## config.mk

```make
export PLATFORM = sky130hd
export DESIGN_NAME = cdb_arbiter
export DESIGN_NICKNAME = d
export VERILOG_FILES = /design/src/rtl/cdb_arbiter_pkg.sv /design/src/rtl/cdb_result_fifo.sv /design/src/rtl/cdb_arbiter.sv
export SDC_FILE = /design/constraint.sdc
export NUM_CORES = 1
export LEC_CHECK = 0
export BUFFER_PORTS_ARGS = -buffer_cell sky130_fd_sc_hd__buf_4
export CORE_MARGIN = 8
export CORE_UTILIZATION = 40
export CTS_BUF_LIST = sky130_fd_sc_hd__clkbuf_2 sky130_fd_sc_hd__clkbuf_4 sky130_fd_sc_hd__clkbuf_8
export CTS_CLUSTER_DIAMETER = 200
export DETAILED_ROUTE_END_ITERATION = 12
export HOLD_SLACK_MARGIN = 0.06
export PLACE_DENSITY = 0.63
export SYNTH_ARGS = -nofsm -noshare
export SYNTH_HDL_FRONTEND = slang
export SYNTH_SLANG_ARGS = --single-unit
```

## constraint.sdc

```tcl
create_clock -name clk -period 3.9 [get_ports clk]
set_clock_uncertainty 0.05 [all_clocks]
set_input_delay 0.39 -clock clk [delete_from_list [all_inputs] [get_ports clk]]
set_output_delay 0.39 -clock clk [all_outputs]
set_load 0.01 [all_outputs]
```

## src/rtl/cdb_arbiter_pkg.sv

```systemverilog
// Shared constants and types for the common data bus arbiter and its result FIFOs.
package cdb_arbiter_pkg;

    localparam int DAT_W      = 32;
    localparam int ROB_BIT    = 4;
    localparam int CDB_FIFO_D = 4;

    // Identifies which producer owns a broadcast slot.
    typedef enum logic {
        SRC_ALU = 1'b0,
        SRC_LSB = 1'b1
    } src_e;

endpackage

```

## src/rtl/cdb_result_fifo.sv

```systemverilog
// Ring-buffer result FIFO with occupancy count, head output and synchronous clear.
module cdb_result_fifo #(
    parameter int DEPTH = 4,
    parameter int WIDTH = 36
) (
    input  logic                     clk,
    input  logic                     rst_n,
    input  logic                     clr_i,
    input  logic                     push_i,
    input  logic                     pop_i,
    input  logic [WIDTH-1:0]         din_i,
    output logic [WIDTH-1:0]         head_o,
    output logic [$clog2(DEPTH):0]   count_o,
    output logic                     empty_o
);

    localparam int PTR_W = $clog2(DEPTH);
    localparam int CNT_W = PTR_W + 1;

    logic [WIDTH-1:0] mem_q [DEPTH];
    logic [PTR_W-1:0] rd_ptr_q, wr_ptr_q;
    logic [CNT_W-1:0] count_q;
    logic             do_push, do_pop;

    assign empty_o = (count_q == '0);
    assign do_pop  = pop_i && !empty_o;
    assign do_push = push_i && ((count_q < CNT_W'(DEPTH)) || do_pop);

    // NOTE: sequential state uses non-blocking assignments so every register samples pre-edge values.
    always_ff @(posedge clk or negedge rst_n) begin
        if (!rst_n) begin
            rd_ptr_q <= '0;
            wr_ptr_q <= '0;
            count_q  <= '0;
        end else if (clr_i) begin
            rd_ptr_q <= '0;
            wr_ptr_q <= '0;
            count_q  <= '0;
        end else begin
            if (do_push) wr_ptr_q <= wr_ptr_q + PTR_W'(1);
            if (do_pop)  rd_ptr_q <= rd_ptr_q + PTR_W'(1);
            if (do_push && !do_pop)      count_q <= count_q + CNT_W'(1);
            else if (do_pop && !do_push) count_q <= count_q - CNT_W'(1);
        end
    end

    // NOTE: storage is not reset; count and pointers alone decide which entries are valid.
    always_ff @(posedge clk) begin
        if (do_push && !clr_i) mem_q[wr_ptr_q] <= din_i;
    end

    assign head_o  = mem_q[rd_ptr_q];
    assign count_o = count_q;

endmodule

```

## src/rtl/cdb_arbiter.sv

```systemverilog
// Round-robin arbiter sharing one registered CDB between the ALU and LSB result streams.
module cdb_arbiter
    import cdb_arbiter_pkg::*;
#(
    parameter int DAT_W   = cdb_arbiter_pkg::DAT_W,
    parameter int ROB_BIT = cdb_arbiter_pkg::ROB_BIT,
    parameter int FIFO_D  = cdb_arbiter_pkg::CDB_FIFO_D
) (
    input  logic               clk,
    input  logic               rst_n,
    input  logic               en,
    input  logic               br_flag,
    input  logic               alu_en_i,
    input  logic [ROB_BIT-1:0] alu_q_i,
    input  logic [DAT_W-1:0]   alu_v_i,
    output logic               alu_rdy_o,
    input  logic               lsb_en_i,
    input  logic [ROB_BIT-1:0] lsb_q_i,
    input  logic [DAT_W-1:0]   lsb_v_i,
    output logic               lsb_rdy_o,
    output logic               cdb_en_o,
    output logic [ROB_BIT-1:0] cdb_q_o,
    output logic [DAT_W-1:0]   cdb_v_o
);

    localparam int EW = ROB_BIT + DAT_W;
    localparam int CW = $clog2(FIFO_D) + 1;

    logic [CW-1:0]      alu_cnt, lsb_cnt;
    logic               alu_empty, lsb_empty;
    logic [EW-1:0]      alu_head, lsb_head, alu_entry, lsb_entry;
    logic               alu_acc, lsb_acc, alu_cand, lsb_cand;
    logic               grant_alu, grant_lsb;
    logic               alu_push, alu_pop, lsb_push, lsb_pop;

    logic               cdb_en_q, cdb_en_d;
    logic [ROB_BIT-1:0] cdb_q_q, cdb_q_d;
    logic [DAT_W-1:0]   cdb_v_q, cdb_v_d;
    src_e               last_grant_q, last_grant_d;

    // Readiness looks only at the pre-edge count, so a full FIFO popping this cycle still refuses.
    assign alu_rdy_o = en && !br_flag && (alu_cnt < CW'(FIFO_D));
    assign lsb_rdy_o = en && !br_flag && (lsb_cnt < CW'(FIFO_D));
    assign alu_acc   = alu_en_i && alu_rdy_o;
    assign lsb_acc   = lsb_en_i && lsb_rdy_o;

    assign alu_cand  = en && (!alu_empty || alu_acc);
    assign lsb_cand  = en && (!lsb_empty || lsb_acc);
    assign alu_entry = alu_empty ? {alu_q_i, alu_v_i} : alu_head;
    assign lsb_entry = lsb_empty ? {lsb_q_i, lsb_v_i} : lsb_head;

    assign grant_alu = alu_cand && (!lsb_cand || (last_grant_q == SRC_LSB));
    assign grant_lsb = lsb_cand && !grant_alu;

    assign alu_pop  = grant_alu && !alu_empty && !br_flag;
    assign lsb_pop  = grant_lsb && !lsb_empty && !br_flag;
    assign alu_push = alu_acc && !(alu_empty && grant_alu);
    assign lsb_push = lsb_acc && !(lsb_empty && grant_lsb);

    cdb_result_fifo #(.DEPTH(FIFO_D), .WIDTH(EW)) u_alu_fifo (
        .clk     (clk),
        .rst_n   (rst_n),
        .clr_i   (br_flag),
        .push_i  (alu_push),
        .pop_i   (alu_pop),
        .din_i   ({alu_q_i, alu_v_i}),
        .head_o  (alu_head),
        .count_o (alu_cnt),
        .empty_o (alu_empty)
    );

    cdb_result_fifo #(.DEPTH(FIFO_D), .WIDTH(EW)) u_lsb_fifo (
        .clk     (clk),
        .rst_n   (rst_n),
        .clr_i   (br_flag),
        .push_i  (lsb_push),
        .pop_i   (lsb_pop),
        .din_i   ({lsb_q_i, lsb_v_i}),
        .head_o  (lsb_head),
        .count_o (lsb_cnt),
        .empty_o (lsb_empty)
    );

    // NOTE: every always_comb output gets a default first so no latch is inferred.
    always_comb begin
        cdb_en_d     = 1'b0;
        cdb_q_d      = cdb_q_q;
        cdb_v_d      = cdb_v_q;
        last_grant_d = last_grant_q;
        if (br_flag) begin
            last_grant_d = SRC_LSB;
        end else if (grant_alu) begin
            cdb_en_d           = 1'b1;
            {cdb_q_d, cdb_v_d} = alu_entry;
            last_grant_d       = SRC_ALU;
        end else if (grant_lsb) begin
            cdb_en_d           = 1'b1;
            {cdb_q_d, cdb_v_d} = lsb_entry;
            last_grant_d       = SRC_LSB;
        end
    end

    always_ff @(posedge clk or negedge rst_n) begin
        if (!rst_n) begin
            cdb_en_q     <= 1'b0;
            cdb_q_q      <= '0;
            cdb_v_q      <= '0;
            last_grant_q <= SRC_LSB;
        end else begin
            cdb_en_q     <= cdb_en_d;
            cdb_q_q      <= cdb_q_d;
            cdb_v_q      <= cdb_v_d;
            last_grant_q <= last_grant_d;
        end
    end

    assign cdb_en_o = cdb_en_q;
    assign cdb_q_o  = cdb_q_q;
    assign cdb_v_o  = cdb_v_q;

endmodule
```

==> results.md, run 1 <==
- Result of the run: finished clean
- Num CTS Buffers: 53
- Per-cell via count in the routed design: 5.14
- Register bit count reported by yosys: 340
- Total number of placement rows: 68
- Overall die width: 202 microns
- DIE HEIGHT: 202 microns
- HPWL after detailed placement: 20.8 mm
- Wire length of the first global-routing pass: 50.6 mm
- Net switching power figure: 2900 uW
- Placement Cell Area: 15,300 sq um
- Worst-skew pair later-pin latency: 0.58 ns
- Post-synthesis mux area share: 12.0%
- Fraction of post-synthesis cell area in the top cell type by area: 62.2%
- Highest clock rate: 359 MHz
- Area of the mapped netlist: 13,900 sq um
- Boundary pin count: 117
- Yosys top cell by area: sky130_fd_sc_hd__edfxtp_1
- Worst path max stage delay: 0.52 ns
- Routed wirelength normalized by instance count: 20.6 microns
- Proportion of register bits with asynchronous set or reset after synthesis: 15.3%
- Combinational family with the most area after synthesis: multiplexers
- Post-synthesis simple-gate area fraction: 9.15%
- Maximum net fanout on the critical path: 40
- Sinks on Clock Net: 340
- Worst flop-to-flop path startpoint: u_lsb_fifo.count_o[1]
- Detailed-route wire length: 32.9 mm
- Comb pwr share: 22.1%
- Static leakage: 0.00606 uW
- Critical Path Slowest Stage Cell: sky130_fd_sc_hd__o221ai_4
- Pin count of the biggest net entering global routing: 74
- Final setup TNS: 0 ns
- Worst slew margin relative to its limit: 24.1%
- Net count of the mapped netlist: 980
- Depth of the most critical reg-to-reg path: 7
- Drt pass-1 iters: 4
- Placer's final routability congestion estimate: 0.795
- Clock network power share: 33.7%
- Cell types occupying the most area after synthesis: sky130_fd_sc_hd__edfxtp_1 62%, sky130_fd_sc_hd__mux4_2 12%, sky130_fd_sc_hd__dfrtp_1 9.2%
- Multi-input logic area: 3730 sq um
- Worst-path clk slew: 0.06 ns
- Total of fill cells in the finished design: 2,921
- Sequential fraction of design power: 44.2%
- Fraction of power spent switching nets: 28.8%
- Number of antenna violations at the first check in global routing: 4
- Cell mode on critical path: sky130_fd_sc_hd__buf_4
- Area Growth Syn to Fin: 24.4%
- Overflow left after global routing: 0
- Clk root buf: sky130_fd_sc_hd__clkbuf_8
- R2R Setup Slk: 1.12 ns
- Area share of xor/xnor cells in the synthesized design: 0.252%
- Hold wc startpoint: en
- Slew at the pin closest to its max-slew limit: 1.14 ns
- Cells along the critical path: nor3_4, buf_4, o221ai_4, nor2_2, buf_4, o22ai_1, o21ai_0
- Top cell types by occurrence after synthesis: 288 x sky130_fd_sc_hd__edfxtp_1, 192 x sky130_fd_sc_hd__nor2_1, 72 x sky130_fd_sc_hd__mux4_2
- Port bufs: 116
- Ys Warns: 0
- Number of enable flip-flop cells after synthesis: 288
- Crit path required time: 4.32 ns
- Path type of the worst min-delay path: input pin to flop
- Worst hold-check slack: 0.108 ns
- Worst setup EP type: flop
- Final total power: 10,100 uW
- Number of different library cells in the post-synthesis netlist: 40
- Placeable Area: 34,400 sq um
- Arrival time at the worst endpoint: 3.20 ns
- Hold Crit Depth: 3
- Synthesized area per cell: 15.6 sq um
- Combined global-route utilization of all metal layers: 15.8%
- Library cell with the highest instance count after synthesis: sky130_fd_sc_hd__edfxtp_1
- Int Pwr: 7170 uW
- Proportion of synthesized chip area in sequential cells: 71.6%
- Routed Antenna Nets: 0
- TritonCTS clock tree: yes
- Fraction of the mapped netlist area in compound gates: 4.09%
- Start-to-end type of the worst setup path: flop to flop
- Post-CTS setup repair buffer count: 0
- # DRC: 0
- Hold endpoint: u_alu_fifo.count_o[1]
- DRT iter0 DRCs: 589
- Post-route insts no fill: 1,602
- Setup-failing EPs final: 0
- Power per Cell Area: 582 nW/um^2
- H-tree lvl count: 2
- Final period demand of the worst path: 2.78 ns
- Endpoint of the worst-slack reg-to-reg timing path: cdb_v_o[11]
- Max-slew violation count: 0
- Initial standard-cell utilization of the core: 40.5%
- Crit share post-route: 71.4%
- Synthesized-area fraction occupied by adder cells: 1.01%
- Nets: 1,191
- Cell area after layout: 17,300 sq um
- Storage element area: 9950 sq um
- Number of vias in the routed layout: 8,238
- # Max-Cap Violations: 0
- Number of global-route vias before repair: 8,437
- Startpoint class of the critical path: flop
- Die Footprint: 41,000 sq um
- Hold Violations, Final: 0
- Gate count after technology mapping: 892
- Layout cells sized above 1: 27.8%
- Unrepaired setup endpoints after global routing: false
- Most instantiated flip-flop cell in the synthesis netlist: sky130_fd_sc_hd__edfxtp_1
- CTS Buffer Depth: 3
- Number of placed instances with taps included: 1,430
- Maximum VDD drop: 0.000263 V
[metrics by stage]
| step | setup slack, ns | util, % |
|---|---|---|
| after floorplan | 0.987 | - |
| after global placement | 1.17 | 44.6 |
| after detailed placement | 1.02 | 44.6 |
| after CTS | 1.10 | 50.3 |
| after global routing | 0.911 | 50.3 |
| final | 1.12 | 50.3 |
[registers in the layout, summed over array words and instances (netlist names), 2 cells and up]
name                 cells
u_alu_fifo.count_o       3
u_lsb_fifo.wr_ptr_q      2
cdb_q_o                  4
u_lsb_fifo.count_o       3
u_alu_fifo.rd_ptr_q      2
u_alu_fifo.wr_ptr_q      2
u_lsb_fifo.mem_q       144
cdb_v_o                 32
u_alu_fifo.mem_q       144
u_lsb_fifo.rd_ptr_q      2
[cells in the final DEF, fill, tap and decap left out, types with 7 or more instances in the layout]
master and n:
sky130_fd_sc_hd__inv_1 9, sky130_fd_sc_hd__o22ai_1 37, sky130_fd_sc_hd__mux4_2 72, sky130_fd_sc_hd__o21ai_0 33
sky130_fd_sc_hd__clkinv_2 7, sky130_fd_sc_hd__o21ai_1 8, sky130_fd_sc_hd__ha_1 8, sky130_fd_sc_hd__nor3_1 39
sky130_fd_sc_hd__buf_4 135, sky130_fd_sc_hd__clkbuf_4 18, sky130_fd_sc_hd__edfxtp_1 288, sky130_fd_sc_hd__dlygate4sd3_1 73
sky130_fd_sc_hd__dfrtp_1 49, sky130_fd_sc_hd__nand2b_1 8, sky130_fd_sc_hd__nor2_1 191, sky130_fd_sc_hd__nand2_1 41
sky130_fd_sc_hd__clkbuf_8 63
[power by group through the flow]
stage / clock (uW) / combinational, uW / sequential (uW)
finish: 3390 / 2220 / 4460
CTS: 3470 / 2250 / 4460
floorplan: 0 / 1210 / 4490
global route: 3630 / 2420 / 4480
detailed placement: 0 / 2180 / 4530
global placement: 0 / 2150 / 4530
[area by class of cell]
cell class,instances,area share [%]
Timing Repair Buffer,210,10.3
Clock inverter,16,1.33
Sequential cell,340,57.5
Antenna cell,2,0.0289
Inverter,9,0.195
Tap cell,455,3.29
Multi-Input combinational cell,489,21.5
Clock buffer,81,5.79
[critical path, delay by kind of cell (launching register included)]
kind                   cells  cell delay, ns
AOI/OAI and AO/OA          3            0.91
buffers and inverters      2            0.84
DFF                        1            0.43
and+or+nand+nor            2            0.43
[worst max-delay path by stage]
stage | startpoint | endpoint | cells past startpoint
floorplan | en | u_lsb_fifo.mem_q[0][0] | 5
global placement | br_flag | u_lsb_fifo.mem_q[0][32] | 7
detailed placement | br_flag | u_lsb_fifo.mem_q[1][5] | 7
CTS | u_lsb_fifo.count_o[0] | cdb_v_o[11] | 7
global route | u_lsb_fifo.count_o[0] | cdb_v_o[16] | 7
finish | u_lsb_fifo.count_o[1] | cdb_v_o[11] | 7
[repair_timing]
| item | 4_1_cts | 5_1_grt |
|---|---|---|
| endpoints found under the hold margin | 339 | 0 |
| hold buffers | 73 | 0 |
| resized for setup | 0 | 0 |
[per-layer routing]
layer / track usage [%] / wire [microns] / part of all wire (%) / up-vias
li1: - / - / - / 3802
met1: 22.1 / 14900 / 45 / 4136
met2: 24.4 / 15400 / 47 / 243
met3: 3.49 / 1930 / 5.9 / 53
met4: 4.97 / 720 / 2.2 / 4
met5: 0 / 22 / 0.067 / -
[kinds of logic after synthesis]
family                     Yosys count
AOI/OAI and AO/OA                   95
xor gates and xnor gates             4
buffers and inverters               63
DFF                                340
and+or+nand+nor                    303
adders and majority gates           10
muxes                               77
(Power assumes the default switching activity.)
==> run 2: changes to the inputs <==
==> constraint.sdc (replaced) <==
create_clock -name clk -period 2.63 [get_ports clk]
set_clock_uncertainty 0.05 [all_clocks]
set_input_delay 0.263 -clock clk [delete_from_list [all_inputs] [get_ports clk]]
set_output_delay 0.263 -clock clk [all_outputs]
set_load 0.01 [all_outputs]
==> run 2 against run 1 <==
Compared with the run above: largest power group unchanged; routed wire length fell by 1.4%; global-route usage fell by 0.23 points; critical path type unchanged; first-iteration DRC count fell by 16%; die area did not move; sequential power rose by 48%; cell area fell by 0.12%; critical path depth fell by 1; maximum frequency rose by 17%; sequential cell count did not move.
==> results.md, run 2 (same netlist as run 1, synthesis figures left out) <==
- Clock network power share: 29.2% (-4.5 points)
- Category of cells accounting for the largest share of critical-path delay: compound AO/OA/AOI/OAI gates
- Endpoint of the worst-slack reg-to-reg timing path: u_lsb_fifo.mem_q[0][13]
- Sinks on Clock Net: 340 (unchanged)
- Number of vias in the routed layout: 8,155 (-1.0%)
- Depth of the most critical reg-to-reg path: 6 (-1)
- Worst-path clk slew: 0.06 ns (about the same)
- Port bufs: 116 (unchanged)
- Boundary pin count: 117 (unchanged)
- Unrepaired setup endpoints after global routing: false
- # DRC: 0 (unchanged)
- Most frequent standard cell in the layout excluding fill and tap cells: sky130_fd_sc_hd__edfxtp_1
- Startpoint class of the critical path: flop
- Placeable Area: 34,400 sq um (unchanged)
- Placer's final routability congestion estimate: 0.790 (-0.69%)
- Post-route insts no fill: 1,607 (+0.31%)
- Layout cells sized above 1: 26.7% (-1.1 points)
- Highest clock rate: 422 MHz (+17%)
- Overflow left after global routing: 0 (unchanged)
- Number of antenna violations at the first check in global routing: 1 (-3)
- Crit share post-route: 90.2% (+19 points)
- Combined global-route utilization of all metal layers: 15.6% (-0.23 points)
- Final total power: 14,100 uW (+40%)
- Number of buffers and inverters on the critical path: 1 (-1)
- Wire length of the first global-routing pass: 49.7 mm (-1.7%)
- Clk root buf: sky130_fd_sc_hd__clkbuf_8
- Hold Violations, Final: 0 (unchanged)
- H-tree lvl count: 2 (unchanged)
- Nets: 1,201 (+0.84%)
- Overall die width: 202 microns (unchanged)
- Path type of the worst min-delay path: input pin to asynchronous set/reset pin
- Most used cells in the layout excluding fill and tap cells: 288 x sky130_fd_sc_hd__edfxtp_1, 191 x sky130_fd_sc_hd__nor2_1, 128 x sky130_fd_sc_hd__buf_4, 77 x sky130_fd_sc_hd__dlygate4sd3_1, 72 x sky130_fd_sc_hd__mux4_2
- Routed wirelength normalized by instance count: 20.2 microns (-1.7%)
- Post-CTS setup repair buffer count: 0 (unchanged)
- Cell area after layout: 17,300 sq um (-0.12%)
- DIE HEIGHT: 202 microns (unchanged)
- CTS Buffer Depth: 3 (unchanged)
- Per-cell via count in the routed design: 5.07 (-1.3%)
- Static leakage: 0.00601 uW (-0.80%)
- Cells along the critical path: nor3_4, a21o_1, o21ai_0, a31oi_2, and2_2, buf_4
- Start-to-end type of the worst setup path: flop to flop
- Worst setup EP type: flop
- Int Pwr: 9830 uW (+37%)
- TritonCTS clock tree: yes
- Number of global-route vias before repair: 8,392 (-0.53%)
- # Max-Cap Violations: 0 (unchanged)
- Num CTS Buffers: 54 (+1.9%)
- Sequential fraction of design power: 46.8% (+2.6 points)
- DRT iter0 DRCs: 495 (-16%)
- Worst-skew pair later-pin latency: 0.57 ns (about the same)
- Number of placed instances with taps included: 1,435 (+0.35%)
- Crit path required time: 2.84 ns (-1.48 ns)
- Maximum net fanout on the critical path: 9 (-78%)
- Maximum VDD drop: 0.000377 V (+44%)
- Detailed-route wire length: 32.5 mm (-1.4%)
- Routed Antenna Nets: 0 (unchanged)
- Worst hold-check slack: 0.245 ns (+0.136 ns)
- Placement Cell Area: 15,500 sq um (+1.2%)
- R2R Setup Slk: 0.26 ns (-0.86 ns)
- Max-slew violation count: 0 (unchanged)
- Worst flop-to-flop path startpoint: u_lsb_fifo.count_o[1]
- Critical Path Slowest Stage Cell: sky130_fd_sc_hd__dfrtp_1
- Net switching power figure: 4250 uW (+46%)
- Power per Cell Area: 815 nW/um^2 (+40%)
- Comb pwr share: 24.0% (+1.9 points)
- Area Growth Syn to Fin: 24.3%
- Final setup TNS: 0 ns (unchanged)
- Die Footprint: 41,000 sq um (unchanged)
- Result of the run: finished clean
- Pin count of the biggest net entering global routing: 74 (unchanged)
- Setup-failing EPs final: 0 (unchanged)
- Slew at the pin closest to its max-slew limit: 0.709 ns (-0.429 ns)
- Arrival time at the worst endpoint: 2.58 ns (-0.62 ns)
- Fraction of power spent switching nets: 30.2% (+1.4 points)
- HPWL after detailed placement: 20.4 mm (-1.8%)
- Worst path max stage delay: 0.43 ns (-0.09 ns)
- Total number of placement rows: 68 (unchanged)
- Initial standard-cell utilization of the core: 40.5% (unchanged)
- Worst slew margin relative to its limit: 52.7% (+29 points)
- Final period demand of the worst path: 2.37 ns (-0.411 ns)
- Drt pass-1 iters: 5 (+1)
==> run 2: timing repair <==
item                       CTS  global route
hold endpoints to repair   348             0
gates resized for setup      0             1
hold buffers                77             0
setup endpoints to repair    0            17
==> run 2: per-stage QoR <==
step	utilization, %	setup WS (ns)
3_5_place_dp	45.2	0.133
4_1_cts	50.3	0.0960
3_3_place_gp	45.2	0.198
2_1_floorplan	-	0.205
6_report	50.3	0.258
5_1_grt	50.3	0.101
==> run 2: power groups by stage <==
stage / Clock (uW) / Sequential [uW] / Combinational (uW)
after global routing: 4440 / 6620 / 3720
after detailed placement: 0 / 6700 / 3310
after global placement: 0 / 6700 / 3260
after CTS: 4230 / 6600 / 3420
after floorplan: 0 / 6650 / 1800
final: 4110 / 6590 / 3380
==> run 2: per-layer routing <==
layer  share of wire (%)  vias to the layer above  wire, microns  track usage [%]
li1                    -                     3820              -                -
met1                  45                     4053          14800             22.1
met2                  47                      235          15300             24.2
met3                 5.5                       47           1780             2.83
met4                 2.0                        0            640             4.53
met5                   0                        -              0                0
==> run 2: cell type report <==
class / count / area (sq um)
Inverter: 9 / 33.8
Fill cell: 2978 / 17100
Antenna cell: 1 / 2.50
Tap cell: 455 / 569
Multi-Input combinational cell: 489 / 3730
Clock inverter: 23 / 103
Clock buffer: 71 / 877
Timing Repair Buffer: 219 / 2010
Sequential cell: 340 / 9950
==> run 2: worst max path at each step <==
| stage | startpoint | end | slack, ns | depth (start not counted) |
|---|---|---|---|---|
| 3_3_place_gp | u_lsb_fifo.count_o[1] | u_lsb_fifo.mem_q[0][2] | 0.20 | 6 |
| 6_report | u_lsb_fifo.count_o[1] | u_lsb_fifo.mem_q[0][13] | 0.26 | 6 |
| 2_1_floorplan | en | u_alu_fifo.mem_q[0][0] | 0.20 | 4 |
| 3_5_place_dp | u_lsb_fifo.count_o[1] | u_lsb_fifo.mem_q[0][10] | 0.13 | 6 |
| 4_1_cts | u_lsb_fifo.count_o[1] | u_lsb_fifo.mem_q[0][13] | 0.1 | 6 |
| 5_1_grt | u_lsb_fifo.count_o[1] | u_lsb_fifo.mem_q[0][13] | 0.10 | 6 |
